[src/rtl/prog_ctrl_pkg.sv]
// Shared picoMips sequencer definitions: FSM state codes, opcode map and the
// opcode-to-strobe decode helper used by the program controller.
package prog_ctrl_pkg;

    localparam int PC_W_DEF = 8;
    localparam int RA_W_DEF = 3;
    localparam int IW_DEF   = 15;

    // Sequencer states
    localparam logic [1:0] ST_FETCH = 2'd0;
    localparam logic [1:0] ST_EXEC  = 2'd1;
    localparam logic [1:0] ST_HALT  = 2'd2;

    // Opcodes, instruction bits [14:11]
    localparam logic [3:0] OP_NOP   = 4'h0;
    localparam logic [3:0] OP_LDI   = 4'h1;
    localparam logic [3:0] OP_LDSW  = 4'h2;
    localparam logic [3:0] OP_LDR   = 4'h3;
    localparam logic [3:0] OP_ADDI  = 4'h4;
    localparam logic [3:0] OP_ADDSW = 4'h5;
    localparam logic [3:0] OP_ADDR  = 4'h6;
    localparam logic [3:0] OP_MULI  = 4'h7;
    localparam logic [3:0] OP_STR   = 4'h8;
    localparam logic [3:0] OP_JMP   = 4'h9;
    localparam logic [3:0] OP_BZ    = 4'hA;
    localparam logic [3:0] OP_BNZ   = 4'hB;
    localparam logic [3:0] OP_WAITH = 4'hC;
    localparam logic [3:0] OP_WAITL = 4'hD;
    localparam logic [3:0] OP_HALT  = 4'hE;
    localparam logic [3:0] OP_RSVD  = 4'hF;

    // ALU / register-file control strobes driven during EXEC
    typedef struct packed {
        logic sel_imm;
        logic sel_sw;
        logic sel_reg;
        logic use_acc;
        logic use_mul;
        logic we;
        logic reg_we;
    } strobes_t;

    // Decode an opcode into its strobe set; control-flow ops drive nothing.
    function automatic strobes_t decode_op(input logic [3:0] op);
        strobes_t s;
        s = strobes_t'(7'b0000000);
        case (op)
            OP_LDI:   begin s.we = 1'b1; s.sel_imm = 1'b1; end
            OP_LDSW:  begin s.we = 1'b1; s.sel_sw  = 1'b1; end
            OP_LDR:   begin s.we = 1'b1; s.sel_reg = 1'b1; end
            OP_ADDI:  begin s.we = 1'b1; s.use_acc = 1'b1; s.sel_imm = 1'b1; end
            OP_ADDSW: begin s.we = 1'b1; s.use_acc = 1'b1; s.sel_sw  = 1'b1; end
            OP_ADDR:  begin s.we = 1'b1; s.use_acc = 1'b1; s.sel_reg = 1'b1; end
            OP_MULI:  begin s.we = 1'b1; s.use_acc = 1'b1; s.use_mul = 1'b1; end
            OP_STR:   begin s.reg_we = 1'b1; end
            default:  begin s = strobes_t'(7'b0000000); end
        endcase
        return s;
    endfunction

endpackage

[src/rtl/prog_ctrl_btn_sync.sv]
// Two-flop synchroniser bringing the asynchronous push button into the Clock
// domain; both stages clear to 0 on reset.
module prog_ctrl_btn_sync (
    input  logic Clock,
    input  logic nReset,
    input  logic Button,
    output logic ButtonSync
);

    logic meta_r;
    logic sync_r;

    // Two-stage capture of the raw button level
    always_ff @(posedge Clock or negedge nReset) begin
        if (!nReset) begin
            meta_r <= 1'b0;
            sync_r <= 1'b0;
        end else begin
            meta_r <= Button;
            sync_r <= meta_r;
        end
    end

    assign ButtonSync = sync_r;

endmodule

[src/rtl/prog_ctrl.sv]
// picoMips program sequencer and instruction decoder. Two cycles per
// instruction (FETCH presents PC to the synchronous ROM, EXEC decodes the
// returned word); button waits hold in EXEC and HALT is absorbing.
module prog_ctrl
    import prog_ctrl_pkg::*;
#(
    parameter int PC_W = PC_W_DEF,
    parameter int RA_W = RA_W_DEF,
    parameter int IW   = IW_DEF
) (
    input  logic            Clock,
    input  logic            nReset,
    input  logic [IW-1:0]   Instr,
    input  logic [7:0]      ACC,
    input  logic            Button,
    output logic [PC_W-1:0] ProgAddr,
    output logic [7:0]      Imm,
    output logic            SelImm,
    output logic            SelSW,
    output logic            SelRegData,
    output logic            UseACC,
    output logic            UseMul,
    output logic            WE,
    output logic            RegWE,
    output logic [RA_W-1:0] RegAddr,
    output logic            Halted
);

    logic [1:0]      state_r;
    logic [1:0]      state_nxt_s;
    logic [PC_W-1:0] pc_r;
    logic [PC_W-1:0] pc_nxt_s;
    logic [PC_W-1:0] pc_inc_s;
    logic [PC_W-1:0] jmp_tgt_s;
    logic [3:0]      op_s;
    logic            btn_s;
    strobes_t        strb_s;

    prog_ctrl_btn_sync u_btn_sync (
        .Clock      (Clock),
        .nReset     (nReset),
        .Button     (Button),
        .ButtonSync (btn_s)
    );

    assign op_s      = Instr[IW-1 -: 4];
    assign jmp_tgt_s = Instr[PC_W-1:0];
    assign pc_inc_s  = pc_r + {{(PC_W-1){1'b0}}, 1'b1};

    assign ProgAddr  = pc_r;
    assign Imm       = Instr[7:0];
    assign RegAddr   = Instr[8 +: RA_W];
    assign Halted    = (state_r == ST_HALT);

    // Next state and next PC; PC only moves when an EXEC completes
    always_comb begin
        state_nxt_s = state_r;
        pc_nxt_s    = pc_r;
        case (state_r)
            ST_FETCH: begin
                state_nxt_s = ST_EXEC;
            end
            ST_EXEC: begin
                state_nxt_s = ST_FETCH;
                pc_nxt_s    = pc_inc_s;
                case (op_s)
                    OP_JMP: begin
                        pc_nxt_s = jmp_tgt_s;
                    end
                    OP_BZ: begin
                        if (ACC == 8'h00) pc_nxt_s = jmp_tgt_s;
                        else              pc_nxt_s = pc_inc_s;
                    end
                    OP_BNZ: begin
                        if (ACC != 8'h00) pc_nxt_s = jmp_tgt_s;
                        else              pc_nxt_s = pc_inc_s;
                    end
                    OP_WAITH: begin
                        if (btn_s) begin
                            state_nxt_s = ST_FETCH;
                            pc_nxt_s    = pc_inc_s;
                        end else begin
                            state_nxt_s = ST_EXEC;
                            pc_nxt_s    = pc_r;
                        end
                    end
                    OP_WAITL: begin
                        if (!btn_s) begin
                            state_nxt_s = ST_FETCH;
                            pc_nxt_s    = pc_inc_s;
                        end else begin
                            state_nxt_s = ST_EXEC;
                            pc_nxt_s    = pc_r;
                        end
                    end
                    OP_HALT: begin
                        state_nxt_s = ST_HALT;
                        pc_nxt_s    = pc_r;
                    end
                    default: begin
                        state_nxt_s = ST_FETCH;
                        pc_nxt_s    = pc_inc_s;
                    end
                endcase
            end
            ST_HALT: begin
                state_nxt_s = ST_HALT;
                pc_nxt_s    = pc_r;
            end
            default: begin
                state_nxt_s = ST_FETCH;
                pc_nxt_s    = pc_r;
            end
        endcase
    end

    // Sequencer state and program counter
    always_ff @(posedge Clock or negedge nReset) begin
        if (!nReset) begin
            state_r <= ST_FETCH;
            pc_r    <= {PC_W{1'b0}};
        end else begin
            state_r <= state_nxt_s;
            pc_r    <= pc_nxt_s;
        end
    end

    // Strobes only in EXEC so an async reset drops them immediately
    always_comb begin
        strb_s = strobes_t'(7'b0000000);
        if (state_r == ST_EXEC) begin
            strb_s = decode_op(op_s);
        end else begin
            strb_s = strobes_t'(7'b0000000);
        end
    end

    assign SelImm     = strb_s.sel_imm;
    assign SelSW      = strb_s.sel_sw;
    assign SelRegData = strb_s.sel_reg;
    assign UseACC     = strb_s.use_acc;
    assign UseMul     = strb_s.use_mul;
    assign WE         = strb_s.we;
    assign RegWE      = strb_s.reg_we;

endmodule

[config.mk]
export PLATFORM = sky130hd
export DESIGN_NAME = prog_ctrl
export DESIGN_NICKNAME = d
export VERILOG_FILES = /design/src/rtl/prog_ctrl_pkg.sv /design/src/rtl/prog_ctrl_btn_sync.sv /design/src/rtl/prog_ctrl.sv
export SDC_FILE = /design/constraint.sdc
export NUM_CORES = 1
export LEC_CHECK = 0
export CAP_MARGIN = 10
export CORE_UTILIZATION = 31
export CTS_CLUSTER_DIAMETER = 120
export DETAILED_ROUTE_END_ITERATION = 10
export PLACE_DENSITY = 0.77
export SLEW_MARGIN = 20
export SYNTH_ARGS = -nofsm -noshare
export SYNTH_HDL_FRONTEND = slang
export SYNTH_SLANG_ARGS = --single-unit
export TNS_END_PERCENT = 1
[constraint.sdc]
create_clock -name Clock -period 1.45 [get_ports Clock]
set_input_delay 0.2175 -clock Clock [delete_from_list [all_inputs] [get_ports Clock]]
set_output_delay 0.2175 -clock Clock [all_outputs]
set_load 0.02 [all_outputs]
**After elaboration in Yosys (flattened, before gate mapping)**

Index checks and enable logic that the tools add are counted.

- Bits in registers: 12
- Input port bits: 26

- Eq/ne operators: 18
- Add/subtract/negate cells: 1
- Mux-type cells: 17
- Reductions and logical operators: 9
- Bitwise operators: 1

Operators with widths:

| kind | count |
|---|---|
| 8-bit one-hot mux with 6 select lines | 1 |
| 8-bit two-way mux | 4 |
| 4-bit equality test, second input constant | 7 |
| 4-bit by 3-bit equality test with 1-bit output, second input constant | 4 |
| 2-bit one-hot mux with 3 select lines | 2 |
| 1-bit two-way mux | 9 |
| 8-bit by 1-bit adder with 8-bit output, second input constant | 1 |
| 4-bit by 2-bit equality test with 1-bit output, second input constant | 2 |
| 8-bit logical NOT | 1 |
| 8-bit nonzero test | 1 |
| 7-bit two-way mux | 1 |
| 7-bit OR reduction | 1 |
| 2-bit OR reduction | 3 |
| 4-bit by 1-bit equality test with 1-bit output, second input constant | 1 |
| 4-bit AND reduction | 1 |
| 4-bit OR reduction | 1 |
| 2-bit by 1-bit equality test with 1-bit output, second input constant | 1 |
| 2-bit equality test, second input constant | 1 |
| 2-bit logical NOT | 1 |
| 2-bit by 1-bit != test with 1-bit output, second input constant | 1 |
| 2-bit != test, second input constant | 1 |
| 1-bit NOT | 1 |

**Longest topological paths before layout**

- Depth after elaboration: 4
- Depth in mapped cells: 7
- Mapped depth without buffers: 5

**By module**

From an unflattened synthesis, not the netlist that was laid out.

- Cell total of the unflattened synthesis: 100
- Area, all modules: 934.6 µm²

By module, submodules not included:

| module | area an instance (µm²) | times used | sequential area each (µm²) | cells an instance |
|---|---|---|---|---|
| prog_ctrl | 884.6 | 1 | 250.2 | 98 |
| prog_ctrl_btn_sync | 50.0 | 1 | 50.0 | 2 |

**Least setup slack after synthesis**

No wires, ideal clock.

- Path kind: register to output
- Start point: register state_r[1]
- End point: output port UseMul
- Cell stages (with the launch flop): 5
- Path buffers: 0
- Slack: -0.065 ns
- Arrival time: 1.297 ns
- Cells stage by stage: dfrtp_1 nand2b_1 nor2_1 and2_1 and3_1

- Cells in the longest elaborated chain, start to end: 2

Ends and longest elaborated chain:

| element | line | source |
|---|---|---|
| start: declaration | prog_ctrl.sv:29 | `logic [1:0] state_r;` |
| start signal: assignment | prog_ctrl.sv:123 | `state_r <= state_nxt_s;` |
| 2-bit by 1-bit equality test with 1-bit output | prog_ctrl.sv:131 | `if (state_r == ST_EXEC) begin` |
| 7-bit two-way mux | prog_ctrl.sv:131 |  |
| end: declaration | prog_ctrl.sv:22 | `output logic UseMul,` |

No other way between the ends.

**Worst setup path in the final report**

Same ends and word-level chain as after synthesis.

==> impl_metrics.env <==
export IMPL_die_h_um=57.2
export IMPL_drt_total_wl_mm=2.93
export IMPL_synthCells=109
export IMPL_drive_above_1_share_pct=42.1
export IMPL_fin_total_pwr_mw=2.20
export IMPL_tns_ns=-0.481
export IMPL_place_area_mm2=0.00156
export IMPL_yosysSeqAreaShare_pct=31.8
export IMPL_power_density_mw_per_mm2=1300
export IMPL_final_area_mm2=0.00168
export IMPL_r2r_start="state_r[1]"
export IMPL_leakagePower_nw=0.839
export IMPL_dieArea_mm2=0.00327
export IMPL_critPathKind="reg2out"
export IMPL_worst_endpoint_required_ns=1.23
export IMPL_grt_max_degree=13
export IMPL_fmax_mhz=634
export IMPL_die_w_um=57.2
export IMPL_grt_overflow=0
export IMPL_path_clk_slew_ns=0.09
export IMPL_holdWs_ns=0.273
export IMPL_ant_nets=0
export IMPL_grt_usage_pct=17.7
export IMPL_drtPass1Iterations=8
export IMPL_clkLatencyLatePin_ns=0.30
export IMPL_synth_edf_count=0
export IMPL_port_buffers=46
export IMPL_ir_drop_v=0.000820
export IMPL_dp_cells=202
export IMPL_synth_cell_types=40
export IMPL_setup_ws_ns=-0.128
export IMPL_antenna_found_initial=0
export IMPL_synth_avg_cell_area_um2=8.67
export IMPL_fin_skew_ns=0.0189
export IMPL_grt_pass1_wl_mm=4.50
export IMPL_yosys_warnings=0
export IMPL_vias=1043
export IMPL_layout_cells_non_filler=209
export IMPL_gp_congestion=0.823
export IMPL_crit_fanout=2
export IMPL_numCtsBuffers=3
export IMPL_setup_viol=8
export IMPL_start_util_pct=33.4
export IMPL_synth_cell_area_um2=945
export IMPL_worst_pin_slew_ns=0.558
export IMPL_syn2layout_area_growth_pct=78.3
export IMPL_r2r_cells=6
export IMPL_dp_hpwl_mm=2.09
export IMPL_grt_pass1_vias=1083
export IMPL_io_pins=53
export IMPL_cts_tree="built"
export IMPL_period_share_pct=109
export IMPL_vias_per_cell=4.99
export IMPL_clk_path_buf_depth=2
export IMPL_route_detailed_drc=4
export IMPL_reg2reg_setup_slack_ns=-0.02
export IMPL_r2r_end="ProgAddr[0]"
export IMPL_num_rows=19
export IMPL_status="finished with violations"
export IMPL_syn_num_nets=136
export IMPL_synthArstFlopShare_pct=100
export IMPL_root_buffer="clkbuf_4"
export IMPL_drv_cap=0
export IMPL_drt_iter0_drc=20
export IMPL_clkSinkCount=12
export IMPL_fin_nets=206
export IMPL_startpoint_type="flop"
export IMPL_critPathArrivalTime_ns=1.36
export IMPL_violations="design-rule violations, negative setup slack"
export IMPL_synth_flop_cell="dfrtp_1"
export IMPL_endpoint_kind="primary output"
export IMPL_num_fill_cells=253
export IMPL_yosys_register_bits=12
export IMPL_antenna_cells=0
export IMPL_slew_headroom_pct=62.7
export IMPL_hold_class="in2async"
export IMPL_htree_levels=1
export IMPL_rsz0062_at_grt="true"
export IMPL_slew_viol_final=0
export IMPL_hold_viol=0
export IMPL_wl_per_cell_um=14.0
export IMPL_layout_min_cycle_time_ns=1.58
export IMPL_core_mm2=0.00283
-- synthesized netlist by cell type (2+ instances only) --
cell type | n | area, um^2
and3_1 | 3 | 18.8
nand3_1 | 7 | 35.0
a21oi_1 | 5 | 25.0
buf_2 | 3 | 15.0
mux2i_1 | 4 | 40.0
o21ai_0 | 2 | 10.0
nand4_1 | 3 | 18.8
and2_1 | 2 | 12.5
xor2_1 | 2 | 17.5
nand2_1 | 9 | 33.8
a22oi_1 | 3 | 22.5
mux2_1 | 2 | 22.5
dfrtp_1 | 12 | 300
o22ai_1 | 3 | 18.8
nor3b_1 | 3 | 22.5
buf_4 | 11 | 82.6
inv_1 | 4 | 15.0
nand2b_1 | 2 | 12.5
nor2_1 | 8 | 30.0
-- final cells by class --
cell class	count	area [um^2]	area share [%]
timing repair buffer	80	683	40.6
tap	31	38.8	2.30
inverter	4	15.0	0.892
clock buffer	4	36.3	2.15
multi-input combinational	78	611	36.3
sequential	12	300	17.8
-- metrics by stage --
stage          setup slack [ns]  utilization (%)
4_1_cts                  -0.128             57.8
5_1_grt                  -0.161             59.5
6_report                 -0.128             59.5
3_3_place_gp             -0.580             55.2
2_1_floorplan           -0.0100                -
3_5_place_dp             -0.645             55.2
-- power by group --
part	internal [mW]	switching, mW
combinational	0.638	0.649
sequential	0.463	0.163
clock	0.153	0.130
-- per-layer routing --
metal	vias up	routed length [um]	track usage, %
met1	500	1210	18.1
met4	0	14	5.57
met2	27	1570	34.5
met5	-	0	0
met3	2	134	4.76
li1	514	-	-
-- cell usage in the layout, fill, tap and decap left out, types with 2 or more instances in the layout --
cell,count
a21oi_1,3
a21oi_2,2
a22oi_1,3
and2_4,2
and3_1,2
buf_2,2
buf_4,33
buf_6,7
clkbuf_2,5
clkbuf_4,3
clkdlybuf4s50_1,10
dfrtp_1,12
dlygate4sd2_1,17
dlymetal6s2s_1,5
inv_1,4
mux2_4,2
mux2i_1,3
nand2_1,9
nand2b_4,2
nand3_1,7
nand4_1,3
nor2_1,6
nor3b_2,2
o21ai_1,3
o22ai_1,3
xor2_1,2
-- state kept, by name (all words and copies together) (netlist names) --
signal,flops
ProgAddr,8
state_r,2
u_btn_sync.ButtonSync,1
u_btn_sync.meta_r,1
-- worst max-delay path by stage --
| stage | from | end | slack, ns | depth (start not counted) |
|---|---|---|---|---|
| floorplan | state_r[1] | RegWE | -0.01 | 2 |
| global placement | Instr[13] | ProgAddr[6] | -0.58 | 6 |
| detailed placement | Instr[11] | SelSW | -0.65 | 6 |
| CTS | state_r[1] | UseMul | -0.13 | 5 |
| global route | state_r[1] | UseMul | -0.16 | 5 |
| finish | state_r[1] | UseMul | -0.13 | 5 |
-- cell families after synthesis --
family | synth area share (%)
AOI/OAI and AO/OA | 14.3
xor gates and xnor gates | 2.78
adders and majority gates | 1.32
buffers and inverters | 14.7
DFF | 31.8
muxes | 6.62
and+or+nand+nor | 28.5
-- critical path, cell delays in order (launching register included) --
cell and delay (ns):
dfrtp_1 0.39, nand2b_4 0.16, nor2_4 0.09, and2_4 0.15
and3_4 0.19, buf_6 0.11
-- what timing repair did --
action,in CTS,in global routing
buffers inserted,2,0
pin swaps,12,9
endpoints found under the hold margin,0,0
hold buffers,0,0
endpoints found under the setup margin,32,15
resized for setup,80,27
cloned,1,0
Note: power is estimated with default switching activity, not from simulation.
